===== src/rtl/cache_ctrl_if.sv =====
// Cache controller bundle: CPU request port, status/tag + data RAM ports, memory bridge port, counters.
// slave = cache controller side, master = environment (CPU stage, RAMs, memory bridge).
interface cache_ctrl_if #(
  parameter int tag_len    = 13,
  parameter int index_len  = 10,
  parameter int offset_len = 4
);
  localparam int addr_len  = tag_len + index_len + offset_len;
  localparam int line_len  = 32 * (2 ** (offset_len - 2));
  localparam int laddr_len = tag_len + index_len;

  logic                 cpu_req;
  logic                 cpu_we;
  logic [addr_len-1:0]  cpu_addr;
  logic [31:0]          cpu_wdata;
  logic                 cpu_ready;
  logic                 cpu_valid;
  logic [31:0]          cpu_rdata;

  logic                 tag_we;
  logic [index_len-1:0] tag_addr;
  logic [tag_len-1:0]   tag_in;
  logic [2:0]           status_in;
  logic [tag_len-1:0]   tag_out;
  logic [2:0]           status_out;

  logic                 data_we;
  logic [index_len-1:0] data_addr;
  logic [line_len-1:0]  data_in;
  logic [line_len-1:0]  data_out;

  logic                 mem_req;
  logic                 mem_we;
  logic [laddr_len-1:0] mem_addr;
  logic [line_len-1:0]  mem_wdata;
  logic                 mem_ack;
  logic [line_len-1:0]  mem_rdata;

  logic [31:0]          hit_cnt;
  logic [31:0]          miss_cnt;

  modport slave (
    input  cpu_req, cpu_we, cpu_addr, cpu_wdata,
    input  tag_out, status_out, data_out,
    input  mem_ack, mem_rdata,
    output cpu_ready, cpu_valid, cpu_rdata,
    output tag_we, tag_addr, tag_in, status_in,
    output data_we, data_addr, data_in,
    output mem_req, mem_we, mem_addr, mem_wdata,
    output hit_cnt, miss_cnt
  );

  modport master (
    output cpu_req, cpu_we, cpu_addr, cpu_wdata,
    output tag_out, status_out, data_out,
    output mem_ack, mem_rdata,
    input  cpu_ready, cpu_valid, cpu_rdata,
    input  tag_we, tag_addr, tag_in, status_in,
    input  data_we, data_addr, data_in,
    input  mem_req, mem_we, mem_addr, mem_wdata,
    input  hit_cnt, miss_cnt
  );
endinterface


===== src/rtl/cache_ctrl.sv =====
// Direct-mapped write-back cache sequencer: lookup, dirty writeback, refill. Hit completes 2 cycles after accept.
// One request in flight: cpu_ready low until the completion pulse; mem_req held until mem_ack.
module cache_ctrl #(
  parameter int tag_len    = 13,
  parameter int index_len  = 10,
  parameter int offset_len = 4,
  parameter int cnt_w      = 32
) (
  input  logic        clk,
  input  logic        rst,
  cache_ctrl_if.slave bus
);
  localparam int addr_len  = tag_len + index_len + offset_len;
  localparam int sel_w     = offset_len - 2;
  localparam int words     = 2 ** sel_w;
  localparam int laddr_len = tag_len + index_len;

  typedef logic [words-1:0][31:0] line_t;
  typedef enum logic [2:0] {IDLE, LOOKUP, WB, REFILL, FILL, RESP} state_t;

  state_t               state_q, state_d;
  logic                 req_we_q;
  logic [addr_len-3:0]  req_addr_q;
  logic [31:0]          req_wdata_q;
  line_t                refill_q;
  logic [31:0]          rdata_q;
  logic                 mem_we_q;
  logic [laddr_len-1:0] mem_addr_q;
  line_t                mem_wdata_q;
  logic [cnt_w-1:0]     hit_q, miss_q;

  logic [tag_len-1:0]   req_tag;
  logic [index_len-1:0] req_index, cpu_index;
  logic [sel_w-1:0]     req_sel;
  line_t                rd_line, merged_rd, merged_refill;
  logic                 hit, dirty;

  // Latched address drops the two byte bits, so offsets below are shifted by 2.
  assign req_tag   = req_addr_q[addr_len-3 -: tag_len];
  assign req_index = req_addr_q[offset_len-2 +: index_len];
  assign req_sel   = req_addr_q[sel_w-1:0];
  assign cpu_index = bus.cpu_addr[offset_len +: index_len];
  assign rd_line   = bus.data_out;
  assign hit       = bus.status_out[0] && (bus.tag_out == req_tag);
  assign dirty     = bus.status_out[0] && bus.status_out[1];

  always_comb begin
    merged_rd              = rd_line;
    merged_rd[req_sel]     = req_wdata_q;
    merged_refill          = refill_q;
    merged_refill[req_sel] = req_wdata_q;
  end

  always_comb begin
    state_d       = state_q;
    bus.cpu_ready = 1'b0;
    bus.cpu_valid = 1'b0;
    bus.tag_we    = 1'b0;
    bus.tag_addr  = req_index;
    bus.tag_in    = req_tag;
    bus.status_in = 3'b001;
    bus.data_we   = 1'b0;
    bus.data_addr = req_index;
    bus.data_in   = merged_rd;
    bus.mem_req   = 1'b0;
    case (state_q)
      IDLE: begin
        bus.cpu_ready = !rst;
        bus.tag_addr  = cpu_index;
        bus.data_addr = cpu_index;
        if (bus.cpu_req) state_d = LOOKUP;
      end
      LOOKUP: begin
        if (hit) begin
          if (req_we_q) begin
            bus.data_we   = 1'b1;
            bus.tag_we    = 1'b1;
            bus.status_in = 3'b011;
          end
          state_d = RESP;
        end else begin
          state_d = dirty ? WB : REFILL;
        end
      end
      WB: begin
        bus.mem_req = 1'b1;
        if (bus.mem_ack) state_d = REFILL;
      end
      REFILL: begin
        bus.mem_req = 1'b1;
        if (bus.mem_ack) state_d = FILL;
      end
      FILL: begin
        bus.data_we   = 1'b1;
        bus.data_in   = req_we_q ? merged_refill : refill_q;
        bus.tag_we    = 1'b1;
        bus.status_in = req_we_q ? 3'b011 : 3'b001;
        state_d       = RESP;
      end
      RESP: begin
        bus.cpu_valid = 1'b1;
        state_d       = IDLE;
      end
      default: state_d = IDLE;
    endcase
  end

  always_ff @(posedge clk or posedge rst) begin
    if (rst) state_q <= IDLE;
    else     state_q <= state_d;
  end

  always_ff @(posedge clk or posedge rst) begin
    if (rst) begin
      req_we_q    <= 1'b0;
      req_addr_q  <= '0;
      req_wdata_q <= '0;
      refill_q    <= '0;
      rdata_q     <= '0;
      mem_we_q    <= 1'b0;
      mem_addr_q  <= '0;
      mem_wdata_q <= '0;
      hit_q       <= '0;
      miss_q      <= '0;
    end else begin
      case (state_q)
        IDLE: begin
          if (bus.cpu_req) begin
            req_we_q    <= bus.cpu_we;
            req_addr_q  <= bus.cpu_addr[addr_len-1:2];
            req_wdata_q <= bus.cpu_wdata;
          end
        end
        LOOKUP: begin
          if (hit) begin
            if (hit_q != {cnt_w{1'b1}}) hit_q <= hit_q + 1'b1;
            if (!req_we_q) rdata_q <= rd_line[req_sel];
          end else begin
            if (miss_q != {cnt_w{1'b1}}) miss_q <= miss_q + 1'b1;
            // The victim line and its tag are only readable now; keep them for the writeback.
            mem_wdata_q <= rd_line;
            mem_we_q    <= dirty;
            mem_addr_q  <= dirty ? {bus.tag_out, req_index} : {req_tag, req_index};
          end
        end
        WB: begin
          if (bus.mem_ack) begin
            mem_we_q   <= 1'b0;
            mem_addr_q <= {req_tag, req_index};
          end
        end
        REFILL: begin
          if (bus.mem_ack) refill_q <= bus.mem_rdata;
        end
        FILL: begin
          if (!req_we_q) rdata_q <= refill_q[req_sel];
        end
        default: ;
      endcase
    end
  end

  assign bus.cpu_rdata = rdata_q;
  assign bus.mem_we    = mem_we_q;
  assign bus.mem_addr  = mem_addr_q;
  assign bus.mem_wdata = mem_wdata_q;
  assign bus.hit_cnt   = 32'(hit_q);
  assign bus.miss_cnt  = 32'(miss_q);
endmodule


===== src/flat_wrapper.sv =====
// flat-port wrapper written by rule: the top's interface ports become plain ports
module cache_ctrl_flat 
#(
  parameter int tag_len    = 13,
  parameter int index_len  = 10,
  parameter int offset_len = 4,
  parameter int cnt_w      = 32
)
  (clk, rst, bus_cpu_req, bus_cpu_we, bus_cpu_addr, bus_cpu_wdata, bus_tag_out, bus_status_out, bus_data_out, bus_mem_ack, bus_mem_rdata, bus_cpu_ready, bus_cpu_valid, bus_cpu_rdata, bus_tag_we, bus_tag_addr, bus_tag_in, bus_status_in, bus_data_we, bus_data_addr, bus_data_in, bus_mem_req, bus_mem_we, bus_mem_addr, bus_mem_wdata, bus_hit_cnt, bus_miss_cnt);
  cache_ctrl_if #(.tag_len(tag_len), .index_len(index_len), .offset_len(offset_len)) bus_i ();
  input  logic clk;
  input  logic rst;
  input wire logic [$bits(bus_i.cpu_req)-1:0] bus_cpu_req;
  input wire logic [$bits(bus_i.cpu_we)-1:0] bus_cpu_we;
  input wire logic [$bits(bus_i.cpu_addr)-1:0] bus_cpu_addr;
  input wire logic [$bits(bus_i.cpu_wdata)-1:0] bus_cpu_wdata;
  input wire logic [$bits(bus_i.tag_out)-1:0] bus_tag_out;
  input wire logic [$bits(bus_i.status_out)-1:0] bus_status_out;
  input wire logic [$bits(bus_i.data_out)-1:0] bus_data_out;
  input wire logic [$bits(bus_i.mem_ack)-1:0] bus_mem_ack;
  input wire logic [$bits(bus_i.mem_rdata)-1:0] bus_mem_rdata;
  output wire logic [$bits(bus_i.cpu_ready)-1:0] bus_cpu_ready;
  output wire logic [$bits(bus_i.cpu_valid)-1:0] bus_cpu_valid;
  output wire logic [$bits(bus_i.cpu_rdata)-1:0] bus_cpu_rdata;
  output wire logic [$bits(bus_i.tag_we)-1:0] bus_tag_we;
  output wire logic [$bits(bus_i.tag_addr)-1:0] bus_tag_addr;
  output wire logic [$bits(bus_i.tag_in)-1:0] bus_tag_in;
  output wire logic [$bits(bus_i.status_in)-1:0] bus_status_in;
  output wire logic [$bits(bus_i.data_we)-1:0] bus_data_we;
  output wire logic [$bits(bus_i.data_addr)-1:0] bus_data_addr;
  output wire logic [$bits(bus_i.data_in)-1:0] bus_data_in;
  output wire logic [$bits(bus_i.mem_req)-1:0] bus_mem_req;
  output wire logic [$bits(bus_i.mem_we)-1:0] bus_mem_we;
  output wire logic [$bits(bus_i.mem_addr)-1:0] bus_mem_addr;
  output wire logic [$bits(bus_i.mem_wdata)-1:0] bus_mem_wdata;
  output wire logic [$bits(bus_i.hit_cnt)-1:0] bus_hit_cnt;
  output wire logic [$bits(bus_i.miss_cnt)-1:0] bus_miss_cnt;
  assign bus_i.cpu_req = bus_cpu_req;
  assign bus_i.cpu_we = bus_cpu_we;
  assign bus_i.cpu_addr = bus_cpu_addr;
  assign bus_i.cpu_wdata = bus_cpu_wdata;
  assign bus_i.tag_out = bus_tag_out;
  assign bus_i.status_out = bus_status_out;
  assign bus_i.data_out = bus_data_out;
  assign bus_i.mem_ack = bus_mem_ack;
  assign bus_i.mem_rdata = bus_mem_rdata;
  assign bus_cpu_ready = bus_i.cpu_ready;
  assign bus_cpu_valid = bus_i.cpu_valid;
  assign bus_cpu_rdata = bus_i.cpu_rdata;
  assign bus_tag_we = bus_i.tag_we;
  assign bus_tag_addr = bus_i.tag_addr;
  assign bus_tag_in = bus_i.tag_in;
  assign bus_status_in = bus_i.status_in;
  assign bus_data_we = bus_i.data_we;
  assign bus_data_addr = bus_i.data_addr;
  assign bus_data_in = bus_i.data_in;
  assign bus_mem_req = bus_i.mem_req;
  assign bus_mem_we = bus_i.mem_we;
  assign bus_mem_addr = bus_i.mem_addr;
  assign bus_mem_wdata = bus_i.mem_wdata;
  assign bus_hit_cnt = bus_i.hit_cnt;
  assign bus_miss_cnt = bus_i.miss_cnt;
  cache_ctrl #(.tag_len(tag_len), .index_len(index_len), .offset_len(offset_len), .cnt_w(cnt_w)) u_core (.clk(clk), .rst(rst), .bus(bus_i));
endmodule

===== config.mk =====
export PLATFORM = sky130hd
export DESIGN_NAME = cache_ctrl_flat
export DESIGN_NICKNAME = d
export VERILOG_FILES = /design/src/rtl/cache_ctrl_if.sv /design/src/rtl/cache_ctrl.sv /design/src/flat_wrapper.sv
export SDC_FILE = /design/constraint.sdc
export NUM_CORES = 1
export LEC_CHECK = 0
export BUFFER_PORTS_ARGS = -buffer_cell sky130_fd_sc_hd__buf_2
export CAP_MARGIN = 40
export CORE_AREA = 5 5 292 294
export DETAILED_ROUTE_END_ITERATION = 8
export DIE_AREA = 0 0 297 299
export PLACE_DENSITY = 0.54
export SLEW_MARGIN = 30
export SYNTH_ARGS = -nofsm -noshare
export SYNTH_HDL_FRONTEND = slang
export SYNTH_SLANG_ARGS = --single-unit

===== constraint.sdc =====
create_clock -name clk -period 14.4 [get_ports clk]
set_clock_uncertainty 0.15 [all_clocks]
set_input_delay 2.88 -clock clk [delete_from_list [all_inputs] [get_ports clk]]
set_output_delay 2.88 -clock clk [all_outputs]
set_load 0.1 [all_outputs]

## Word level (Yosys, flattened, before mapping)

Cells that the tools add are included.
Widths: inputs -> output; s select.

| word-level totals | value |
|---|---|
| output and inout port bits | 417 |
| input port bits | 336 |
| word-level logic and storage cells | 90 |
| register bits after elaboration | 437 |

| operators by class | value |
|---|---|
| bitwise logic cells | 1 |
| muxes and demuxes | 37 |
| $lt $le $gt $ge | 2 |
| eq/ne operators | 15 |
| reductions and logical operators | 16 |
| $add $sub $neg | 2 |

Operators by type and width:

| operator | count |
|---|---|
| $bwmux 128 | 2 |
| $mux 128 | 2 |
| $mux 32 | 6 |
| $bmux 32 s2 | 2 |
| $mux 23 | 3 |
| $add 32x1->32 const B | 2 |
| $demux 32 s2 | 1 |
| $ne 32x32->1 const B | 2 |
| $pmux 32 s2 | 1 |
| $pmux 23 s2 | 1 |
| $mux 3 | 5 |
| $pmux 3 s5 | 1 |
| $eq 13x13->1 | 1 |
| $ne 2x2->1 const B | 6 |
| $reduce_and 3->1 | 4 |
| $mux 10 | 1 |
| $mux 1 | 8 |
| $eq 3x2->1 const B | 2 |
| $eq 3x3->1 const B | 2 |
| $pmux 3 s2 | 1 |
| $reduce_and 2->1 | 3 |
| $pmux 1 s2 | 2 |
| $reduce_and 4->1 | 1 |
| $reduce_bool 2->1 | 2 |
| other kinds (10) | 12 |

## Depth between registers and ports, before layout

Gate-level depths: netlist of run 1.

| logic depth | value |
|---|---|
| word-level depth | 7 |
| depth in mapped cells | 9 |
| depth with buffers taken out | 7 |

## Worst setup path before layout of run 1

No wires, ideal clock.

| path | value |
|---|---|
| path type | in2out |
| from | input port bus_tag_out[8] |
| to | output port bus_tag_we |
| slack | 4771 ps |
| data required time | 11370 ps |
| arrival | 6599 ps |
| path buffers | 1 |
| stages on the path | 6 |
| cell sequence | xor2_1 > a221o_1 > nor3_2 > nand3_2 > o21ai_0 > buf_4 |

| between the ends | value |
|---|---|
| cells in the longest elaborated chain, start to end | 4 |

Ends and longest elaborated chain:

| element | line | text |
|---|---|---|
| start, declared | flat_wrapper.sv:17 | `input wire logic [$bits(bus_i.tag_out)-1:0] bus_tag_out;` |
| $eq 13x13->1 | cache_ctrl.sv:44 | `assign hit = bus.status_out[0] && (bus.tag_out == req_tag);` |
| $logic_and 1x1->1 | cache_ctrl.sv:44 |  |
| $mux 1 | -- |  |
| $pmux 1 s2 | -- |  |
| end, declared | flat_wrapper.sv:25 | `output wire logic [$bits(bus_i.tag_we)-1:0] bus_tag_we;` |

Every way passes these cells.

## Final worst setup path of run 1

| path | value |
|---|---|
| from | input port bus_tag_out[7] |
| to | output port bus_data_we |

| between the ends | value |
|---|---|
| cells in the longest elaborated chain, start to end | 4 |

Ends and longest elaborated chain:

| element | line | text |
|---|---|---|
| $eq 13x13->1 | cache_ctrl.sv:44 |  |
| $logic_and 1x1->1 | cache_ctrl.sv:44 |  |
| $mux 1 | cache_ctrl.sv:74 | `if (hit) begin` |
| $pmux 1 s2 | cache_ctrl.sv:66 | `case (state_q)` |
| end, declared | flat_wrapper.sv:29 | `output wire logic [$bits(bus_i.data_we)-1:0] bus_data_we;` |

Every way passes these cells.

==> results of run 1 <==
-- final cells by class --
cell class | instances | area [um2] | area share, %
diodes | 19 | 47.5 | 0.168
clock buffers | 78 | 1540 | 5.45
clock inverters | 16 | 198 | 0.698
inverters | 11 | 45.0 | 0.159
multi-input cells | 1163 | 10000 | 35.3
flip-flops and latches | 437 | 10900 | 38.7
well taps | 1080 | 1350 | 4.77
repair buffers | 783 | 4180 | 14.7
-- routing by layer --
layer	up-vias	track usage, %	share of wire, %	routed length [um]
met5	-	0	0.098	90
met4	12	6.27	2.9	2630
met3	169	5.78	8.0	7360
met2	827	33.2	48	44300
met1	8981	24.6	41	37200
li1	7768	-	-	-
-- sequential cells by signal (all words and copies together), names as in the netlist, 23 cells and up --
signal / flops
u_core.bus.hit_cnt: 32
u_core.bus.cpu_rdata: 32
u_core.bus.mem_addr: 23
u_core.bus.miss_cnt: 32
u_core.req_addr_q: 25
u_core.refill_q: 128
u_core.bus.mem_wdata: 128
u_core.req_wdata_q: 32
-- layout by cell type, fill, tap and decap left out, drive strengths merged, types with 2 or more instances in the layout --
cell type,instances
clkinv,10
mux4,64
dfrtp,437
inv,11
buf,783
o22ai,129
clkbuf,78
nand2,38
a21oi,6
nand2b,3
and2,7
ha,2
nor4,9
nand3,31
diode,19
nor3,20
xor2,20
and4,7
o221ai,2
nor2,270
o21ai,19
or3,2
a21o,3
mux2,419
conb,2
clkinvlp,2
xnor2,49
bufinv,4
and3,20
nand4,26
-- worst max-delay path, delay by kind of cell --
family / cells / cell delay [ps]
and+or+nand+nor: 3 / 1250
xor gates and xnor gates: 1 / 410
AOI/OAI and AO/OA: 1 / 310
buffers and inverters: 2 / 600
-- worst min path at each step --
stage	start	endpoint	slack, ps	cells after the start
floorplan	u_core.req_addr_q[2]	u_core.bus.mem_addr[0]	350	1
global placement	u_core.bus.miss_cnt[11]	u_core.bus.miss_cnt[11]	330	1
detailed placement	u_core.bus.miss_cnt[6]	u_core.bus.miss_cnt[6]	330	1
CTS	u_core.bus.miss_cnt[6]	u_core.bus.miss_cnt[6]	340	1
global route	u_core.bus.mem_addr[15]	u_core.bus.mem_addr[15]	350	1
finish	u_core.bus.miss_cnt[6]	u_core.bus.miss_cnt[6]	340	1
-- logic make-up after synthesis --
| family | Yosys count |
|---|---|
| AO/OA/AOI/OAI | 166 |
| XOR/XNOR | 69 |
| adder cells (fa/ha/maj) | 2 |
| buffers and inverters | 147 |
| flip-flops | 437 |
| multiplexers | 484 |
| other | 2 |
| AND/OR/NAND/NOR | 440 |
-- per-stage QoR --
stage	cell area, um2	hold slack, ps	setup slack [ps]	cells	utilization (%)
final	28300	337	5920	3587	34.3
after global routing	28300	355	5810	3579	34.2
after CTS	28200	335	5920	3565	34.1
after detailed placement	26400	327	5910	3471	32.0
after global placement	26300	327	5930	3466	31.9
after floorplan	21500	345	4770	1747	-
==> results.md, run 1 <==
* Dpl hpwl at 65.0 mm
* Crit path launch: bus_tag_out[7]
* Worst-skew pair later-pin latency at 590 ps
* Clk buf depth at 3
* WL per Instance at 25.5 um
* First-pass GRT wire length at 132 mm
* Cell taking the most area after synthesis: dfrtp_1
* Gpl congestion at 0.821
* Final setup violation count at 0
* Crit path kind: in2out
* Unrepaired setup endpoints after global routing: false
* Crit. End Element: output port
* Final hold violations at 0
* FILL cells at 8,461
* Clock Sinks at 437
* Post-Synth Simple-Gate Area at 9.31%
* WL final at 91.5 mm
* Die area at 88,800 um2
* Combinational family with the most area after synthesis: multiplexers
* Starting Density at 26.0%
* Sequential area share after synthesis at 50.9%
* PostCTS Resize Cnt at 0
* Synth Area in XOR/XNOR at 2.81%
* Vias in the first global route at 18,545
* Critical Path RT at 11,370 ps
* Iter 0 DRT Violations at 1,068
* Period utilisation layout at 58.9%
* Hold crit path type: reg2reg
* CTS Hold Buffers Added at 0
* Post-route DRC at 0
* Mapped Area at 21,500 um2
* Initial DRT Pass Iterations at 5
* Top_reg_cell synth: dfrtp_1
* Total grt overflow at 0
* Worst r2r src: u_core.req_addr_q[19]
* TNS Setup at 0 ps
* Clock Pin Slew Worst Setup and Hold Paths at 60 ps
* GRT Util Overall at 19.8%
* Syn nets at 2,085
* CP Launch Type: primary input
* #FFs+latches synth at 437
* Worst Max-Slew Pin Slew at 1250 ps
* Share of the synthesized area in the top cell type at 50.9%
* Critical-path top delay cell: nor4_4
* Slowest stage delay, CP at 540 ps
* CP most frequent cell: buf_2
* IO Count at 753
* Post-synthesis compound-gate area fraction at 4.88%
* Post-CTS setup buffer count at 0
* Initial antenna violation count at 29
* Final Slew Violations at 0
* H-tree levels at 2
* Final net count at 2,786
* Area Overhead vs Synth at 31.8%
* Syn_area_per_cell at 12.3 um2
* Via count at 17,757
* Synth warnings at 0
* Most frequent cells after synthesis: dfrtp_1 (437), mux2_2 (418), nor2_1 (270)
* Multiplexer share of the synthesized area at 28.7%
* Fmax at 118 MHz
* Critical Path End: bus_data_we
* Cts bufs inserted at 52
* Via/cell ratio at 4.95
* Distinct cell type count after synthesis at 52
* Die Wd at 297 um
* FF-to-FF End: u_core.bus.cpu_rdata[13]
* Tmin final at 8480 ps
* Critical Path AT at 5450 ps
* PortBufs at 747
* Most common cell in the netlist: dfrtp_1
* Maxcap violations at 0
* Root buffer cell: clkbuf_16
* Layout cell share with drive strength beyond 1 at 55.3%
* Reg2reg setup slack at 10,330 ps
* Core area at 82,600 um2
* Status: finished, final reports clean
* Worst slew margin at 16.9%
* Critical path peak fanout at 9
* Reg2reg path depth at 7
* Post-DRT Antenna Nets at 0
* Crit-path cells: buf_2 > xnor2_1 > nand4_1 > nor4_4 > nand3_2 > o21ai_0 > buf_2
* Pin count of the biggest net entering global routing at 156
* Post-Synth Adder-Cell Area at 0.117%
* Synth area leaders: dfrtp_1 (51%), mux2_2 (22%), mux4_2 (6.7%)
* Die Ht at 299 um
* CTS tree: yes
* FP Rows at 106
* Number of synthesized flops with an enable pin at 0
* Gate Count Post-Synth at 1,747
* Asr flop ratio synth at 100%
Power of run 1 is not shown: default switching activity piles up to over one toggle a cycle in this logic, so the estimate is an artifact.
==> run 2: changes to the inputs <==
PLACE_DENSITY = 0.52   (was 0.54)
clock period = 8.55 ns   (was 14.4 ns; I/O delays follow)
==> run 2 against run 1 <==
  * Sequential cell count stayed put
  * Count of clock-buffer cells in the layout is 2 lower
  * Hold slack better by 8.1 ps
==> results.md, run 2 (same netlist as run 1, synthesis figures left out) <==
* Status: finished, final reports clean (unchanged)
* Worst Max-Slew Pin Slew at 865 ps (was 1250 ps)
* Post-route DRC at 0 (unchanged)
* Slowest stage delay, CP at 550 ps (was 540 ps)
* Critical-path top delay cell: nor2_1 (was nor4_4)
* Final setup violation count at 0 (unchanged)
* Critical path peak fanout at 23 (was 9)
* Crit path launch: u_core.state_q[0] (was bus_tag_out[7])
* CTS Hold Buffers Added at 0 (unchanged)
* Worst-skew pair later-pin latency at 590 ps (about the same)
* Iter 0 DRT Violations at 1,219 (was 1,068)
* FP Rows at 106 (unchanged)
* FILL cells at 8,303 (was 8,461)
* Clock Pin Slew Worst Setup and Hold Paths at 60 ps (about the same)
* Critical path depth at 9 (was 7)
* Maxcap violations at 0 (unchanged)
* IO Count at 753 (unchanged)
* Critical Path End: bus_data_in[84] (was bus_data_we)
* Unrepaired setup endpoints after global routing: false (unchanged)
* Fmax at 165 MHz
* Final cell count without fillers at 3,588 (was 3,587)
* Placed Cells at 3,477 (was 3,471)
* Clock Sinks at 437 (unchanged)
* Period utilisation layout at 70.9%
* Final net count at 2,796 (was 2,786)
* Final Slew Violations at 0 (unchanged)
* Total grt overflow at 0 (unchanged)
* Critical Path AT at 4200 ps (was 5450 ps)
* FF-to-FF End: u_core.bus.cpu_rdata[18] (was u_core.bus.cpu_rdata[13])
* Post-DRT Antenna Nets at 0 (unchanged)
* Final hold violations at 0 (unchanged)
* Dpl hpwl at 69.0 mm (was 65.0 mm)
* Die Ht at 299 um (unchanged)
* TNS Setup at 0 ps (unchanged)
* Die Wd at 297 um (unchanged)
* Via/cell ratio at 5.03 (was 4.95)
* Crit-path cells: nor2_1 > nand2_4 > buf_4 > buf_12 > o21ai_4 > buf_4 > o22ai_1 > nor2_1 > buf_2 (was buf_2 > xnor2_1 > nand4_1 > nor4_4 > nand3_2 > o21ai_0 > buf_2)
* CTS tree: yes (unchanged)
* Vias in the first global route at 19,188 (was 18,545)
* CP Launch Type: flip-flop (was primary input)
* Top Family by Delay on Critical Path: buffers and inverters (was simple AND/OR/NAND/NOR gates)
* Commonest non-fill, non-tap cell in the layout: buf_2 (unchanged)
* H-tree levels at 2 (unchanged)
* Tmin final at 6060 ps
* WL final at 93.6 mm (was 91.5 mm)
* PortBufs at 747 (unchanged)
* Via count at 18,033 (was 17,757)
* PostCTS Resize Cnt at 0 (unchanged)
* Pin count of the biggest net entering global routing at 160 (was 156)
* Initial DRT Pass Iterations at 5 (unchanged)
* GRT Util Overall at 20.1% (was 19.8%)
* Critical Path RT at 6690 ps (was 11,370 ps)
* Initial antenna violation count at 21 (was 29)
* Layout cell share with drive strength beyond 1 at 55.7% (was 55.3%)
* WL per Instance at 26.1 um (was 25.5 um)
* Clk buf depth at 3 (unchanged)
* Cts bufs inserted at 52 (unchanged)
* Worst slew margin at 42.3% (was 16.9%)
* Most frequent cells in the layout: buf_2 (747), dfrtp_1 (435), mux2_2 (418) (unchanged)
* Crit path buffers/inverters at 4 (was 2)
* Reg2reg setup slack at 5160 ps (was 10,330 ps)
* Crit path kind: reg2out (was in2out)
* Core area at 82,600 um2 (unchanged)
* Area Overhead vs Synth at 32.6% (was 31.8%)
* Hold crit path type: reg2reg (unchanged)
* Crit. End Element: output port (unchanged)
* Die area at 88,800 um2 (unchanged)
* Worst r2r src: u_core.req_addr_q[22] (was u_core.req_addr_q[19])
* Root buffer cell: clkbuf_16 (unchanged)
* First-pass GRT wire length at 135 mm (was 132 mm)
* Starting Density at 26.0% (unchanged)
* Reg2reg path depth at 7 (unchanged)
* Post-CTS setup buffer count at 0 (unchanged)
* Gpl congestion at 0.864 (was 0.821)
-- run 2: changes by cell type in the layout (fill, tap and decap cells not counted), moves of 2 or more --
cell	delta
clkbuf_8	+5
buf_16	+6
clkinv_2	-2
clkbuf_1	-6
diode_2	-9
inv_6	+2
buf_4	+5
clkinvlp_4	+4
-- run 2: metrics by stage --
step	cell area (um2)	hold slack (ps)	utilization (%)	setup WS [ps]
6_report	28500	345	34.5	2490
4_1_cts	28300	345	34.2	2380
3_5_place_dp	26500	337	32.1	2490
3_3_place_gp	26300	331	31.9	2560
5_1_grt	28500	360	34.5	2340
2_1_floorplan	21500	345	-	787
-- run 2: layer usage --
layer	global-route usage [%]	vias to the layer above	part of all wire, %
met2	35.1	890	50
met5	0	-	0.030
met1	24.8	9201	40
met4	5.83	6	2.8
li1	-	7760	-
met3	4.83	176	7.4
-- run 2: how the worst min path moves through the flow --
stage,cells past startpoint,to,startpoint
after floorplan,1,u_core.bus.mem_addr[0],u_core.req_addr_q[2]
after global placement,1,u_core.bus.miss_cnt[22],u_core.bus.miss_cnt[22]
after detailed placement,1,u_core.bus.miss_cnt[11],u_core.bus.miss_cnt[11]
after CTS,1,u_core.bus.miss_cnt[11],u_core.bus.miss_cnt[11]
after global routing,1,u_core.bus.mem_wdata[3],u_core.bus.mem_wdata[3]
final,1,u_core.bus.miss_cnt[11],u_core.bus.miss_cnt[11]
-- run 2: area by class of cell --
class	count	area [um2]	share of cell area [%]
flip-flops and latches	437	10900	38.4
clock inverters	18	189	0.663
diodes	10	25.0	0.0879
repair buffers	793	4360	15.3
multi-input cells	1163	10000	35.1
clock buffers	76	1560	5.49
inverters	11	45.0	0.158
well taps	1080	1350	4.74
Power of run 2 is left out for the same reason.
==> run 3: changes to the inputs <==
clock period = 6.1 ns   (was 8.55 ns; I/O delays follow)
==> run 3 against run 2 <==
  * Worst setup slack lost 1800 ps
  * Non-clock buffer count rose by 6
  * Die area unchanged
==> results.md, run 3 (same netlist as run 1, synthesis figures left out) <==
* CP most frequent cell: nor2_1
* Post-CTS setup buffer count at 0 (unchanged)
* Placed inst area at 26,600 um2 (was 26,500 um2)
* Via count at 17,973 (was 18,033)
* Multi-input gate area at 10,000 um2 (unchanged)
* Critical Path AT at 4060 ps (was 4200 ps)
* Maxcap violations at 0 (unchanged)
* Core area at 82,600 um2 (unchanged)
* Clock Sinks at 437 (unchanged)
* Hold crit path type: reg2reg (unchanged)
* Cts bufs inserted at 53 (was 52)
* Crit-path cells: nor2_1 > nand2_4 > o21ai_4 > buf_4 > nor2_1 > nor2_1 > buf_2 (was nor2_1 > nand2_4 > buf_4 > buf_12 > o21ai_4 > buf_4 > o22ai_1 > nor2_1 > buf_2)
* Slowest stage delay, CP at 850 ps (was 550 ps)
* Die Ht at 299 um (unchanged)
* TNS Setup at 0 ps (unchanged)
* Starting Density at 26.0% (unchanged)
* Period utilisation layout at 89.0%
* Gpl congestion at 0.858 (was 0.864)
* Critical-path top delay cell: o21ai_4 (was nor2_1)
* FILL cells at 8,331 (was 8,303)
* WL final at 93.1 mm (was 93.6 mm)
* Root buffer cell: clkbuf_16 (unchanged)
* Commonest non-fill, non-tap cell in the layout: buf_2 (unchanged)
* First-pass GRT wire length at 133 mm (was 135 mm)
* H-tree levels at 2 (unchanged)
* Worst Max-Slew Pin Slew at 887 ps (was 865 ps)
* GRT Util Overall at 19.9% (was 20.1%)
* Unrepaired setup endpoints after global routing: false (unchanged)
* Final setup violation count at 0 (unchanged)
* FF-to-FF End: u_core.bus.cpu_rdata[6] (was u_core.bus.cpu_rdata[18])
* Initial DRT Pass Iterations at 5 (unchanged)
* Iter 0 DRT Violations at 1,164 (was 1,219)
* Status: finished, final reports clean (unchanged)
* Crit. End Element: output port (unchanged)
* Pin count of the biggest net entering global routing at 100 (was 160)
* Crit path kind: reg2out (unchanged)
* Tmin final at 5430 ps
* Post-DRT Antenna Nets at 0 (unchanged)
* Vias in the first global route at 19,031 (was 19,188)
* Via/cell ratio at 4.99 (was 5.03)
* Finished Cell Area at 28,600 um2 (was 28,500 um2)
* Min-delay src: u_core.bus.miss_cnt[18] (was u_core.bus.miss_cnt[11])
* CP Launch Type: flip-flop (unchanged)
* Final Slew Violations at 0 (unchanged)
* Layout cell share with drive strength beyond 1 at 55.8% (was 55.7%)
* Initial antenna violation count at 24 (was 21)
* Clk buf depth at 3 (unchanged)
* Final Util at 34.6% (was 34.5%)
* Crit path buffers/inverters at 2 (was 4)
* FP Rows at 106 (unchanged)
* Fmax at 184 MHz
* CTS Hold Buffers Added at 0 (unchanged)
* Reg2reg path depth at 6 (was 7)
* Worst slew margin at 40.9% (was 42.3%)
* Final hold violations at 0 (unchanged)
* Crit path launch: u_core.state_q[0] (unchanged)
* Critical path peak fanout at 28 (was 23)
* WL per Instance at 25.8 um (was 26.1 um)
* Reg2reg setup slack at 2400 ps (was 5160 ps)
* Area Overhead vs Synth at 33.1% (was 32.6%)
* PortBufs at 747 (unchanged)
* Worst hold stages at 1 (unchanged)
* Worst-skew pair later-pin latency at 590 ps (about the same)
* Critical Path RT at 4730 ps (was 6690 ps)
* Die area at 88,800 um2 (unchanged)
* Worst r2r src: u_core.state_q[0] (was u_core.req_addr_q[22])
* Top Family by Delay on Critical Path: simple AND/OR/NAND/NOR gates (was buffers and inverters)
* Dpl hpwl at 68.6 mm (was 69.0 mm)
* Total grt overflow at 0 (unchanged)
* Post-route DRC at 0 (unchanged)
* CTS tree: yes (unchanged)
* Clock Pin Slew Worst Setup and Hold Paths at 60 ps (about the same)
* PostCTS Resize Cnt at 0 (unchanged)
* Worst Hold End: u_core.bus.miss_cnt[18] (was u_core.bus.miss_cnt[11])
* Most frequent cells in the layout: buf_2 (747), dfrtp_1 (435), mux2_2 (418) (unchanged)
* Die Wd at 297 um (unchanged)
* Final net count at 2,803 (was 2,796)
* Register area at 10,900 um2 (unchanged)
* Final Hold Slack at 344 ps (was 345 ps)
* IO Count at 753 (unchanged)
run 3: changes by cell type in the layout (fill, tap and decap cells not counted), sizes merged:
cell,delta
clkbuf,+2
buf,+6
diode,+5
clkinvlp,-2
bufinv,+4
clkinv,+1
run 3: routing by layer:
metal | global-route usage, % | vias to the layer above | part of all wire (%)
li1 | - | 7775 | -
met2 | 33.8 | 922 | 49
met1 | 24.5 | 9053 | 39
met5 | 0 | - | 0.082
met4 | 7.20 | 10 | 3.6
met3 | 5.41 | 213 | 8.1
run 3: worst max-delay path by stage:
| stage | endpoint | depth (start not counted) |
|---|---|---|
| final | bus_data_in[23] | 7 |
| after global routing | bus_data_in[23] | 7 |
| after CTS | bus_data_in[68] | 7 |
| after detailed placement | bus_data_in[68] | 7 |
| after global placement | bus_data_in[89] | 7 |
| after floorplan | u_core.bus.cpu_rdata[0] | 1 |
run 3: area by class of cell:
class                           instances  area share [%]
Antenna cell                           15           0.131
Clock buffer                           78            5.46
Sequential cell                       437            38.3
Inverter                               11           0.158
Timing Repair Buffer                  799            15.2
Tap cell                             1080            4.73
Multi-Input combinational cell       1163            35.0
Clock inverter                         21            1.06
run 3: worst register-to-register path, cell delays in order (launching register included):
cell,delay [ps]
dfrtp_1,510
nor2_1,480
nand2_4,520
buf_4,500
a21oi_4,720
buf_12,310
mux2_2,370
run 3: through the flow:
step           std cells  setup slack, ps
5_1_grt             3598              521
6_report            3604              673
3_5_place_dp        3488             1300
2_1_floorplan       1747            -1170
4_1_cts             3587              639
3_3_place_gp        3483             1170
Power of run 3 is left out for the same reason.
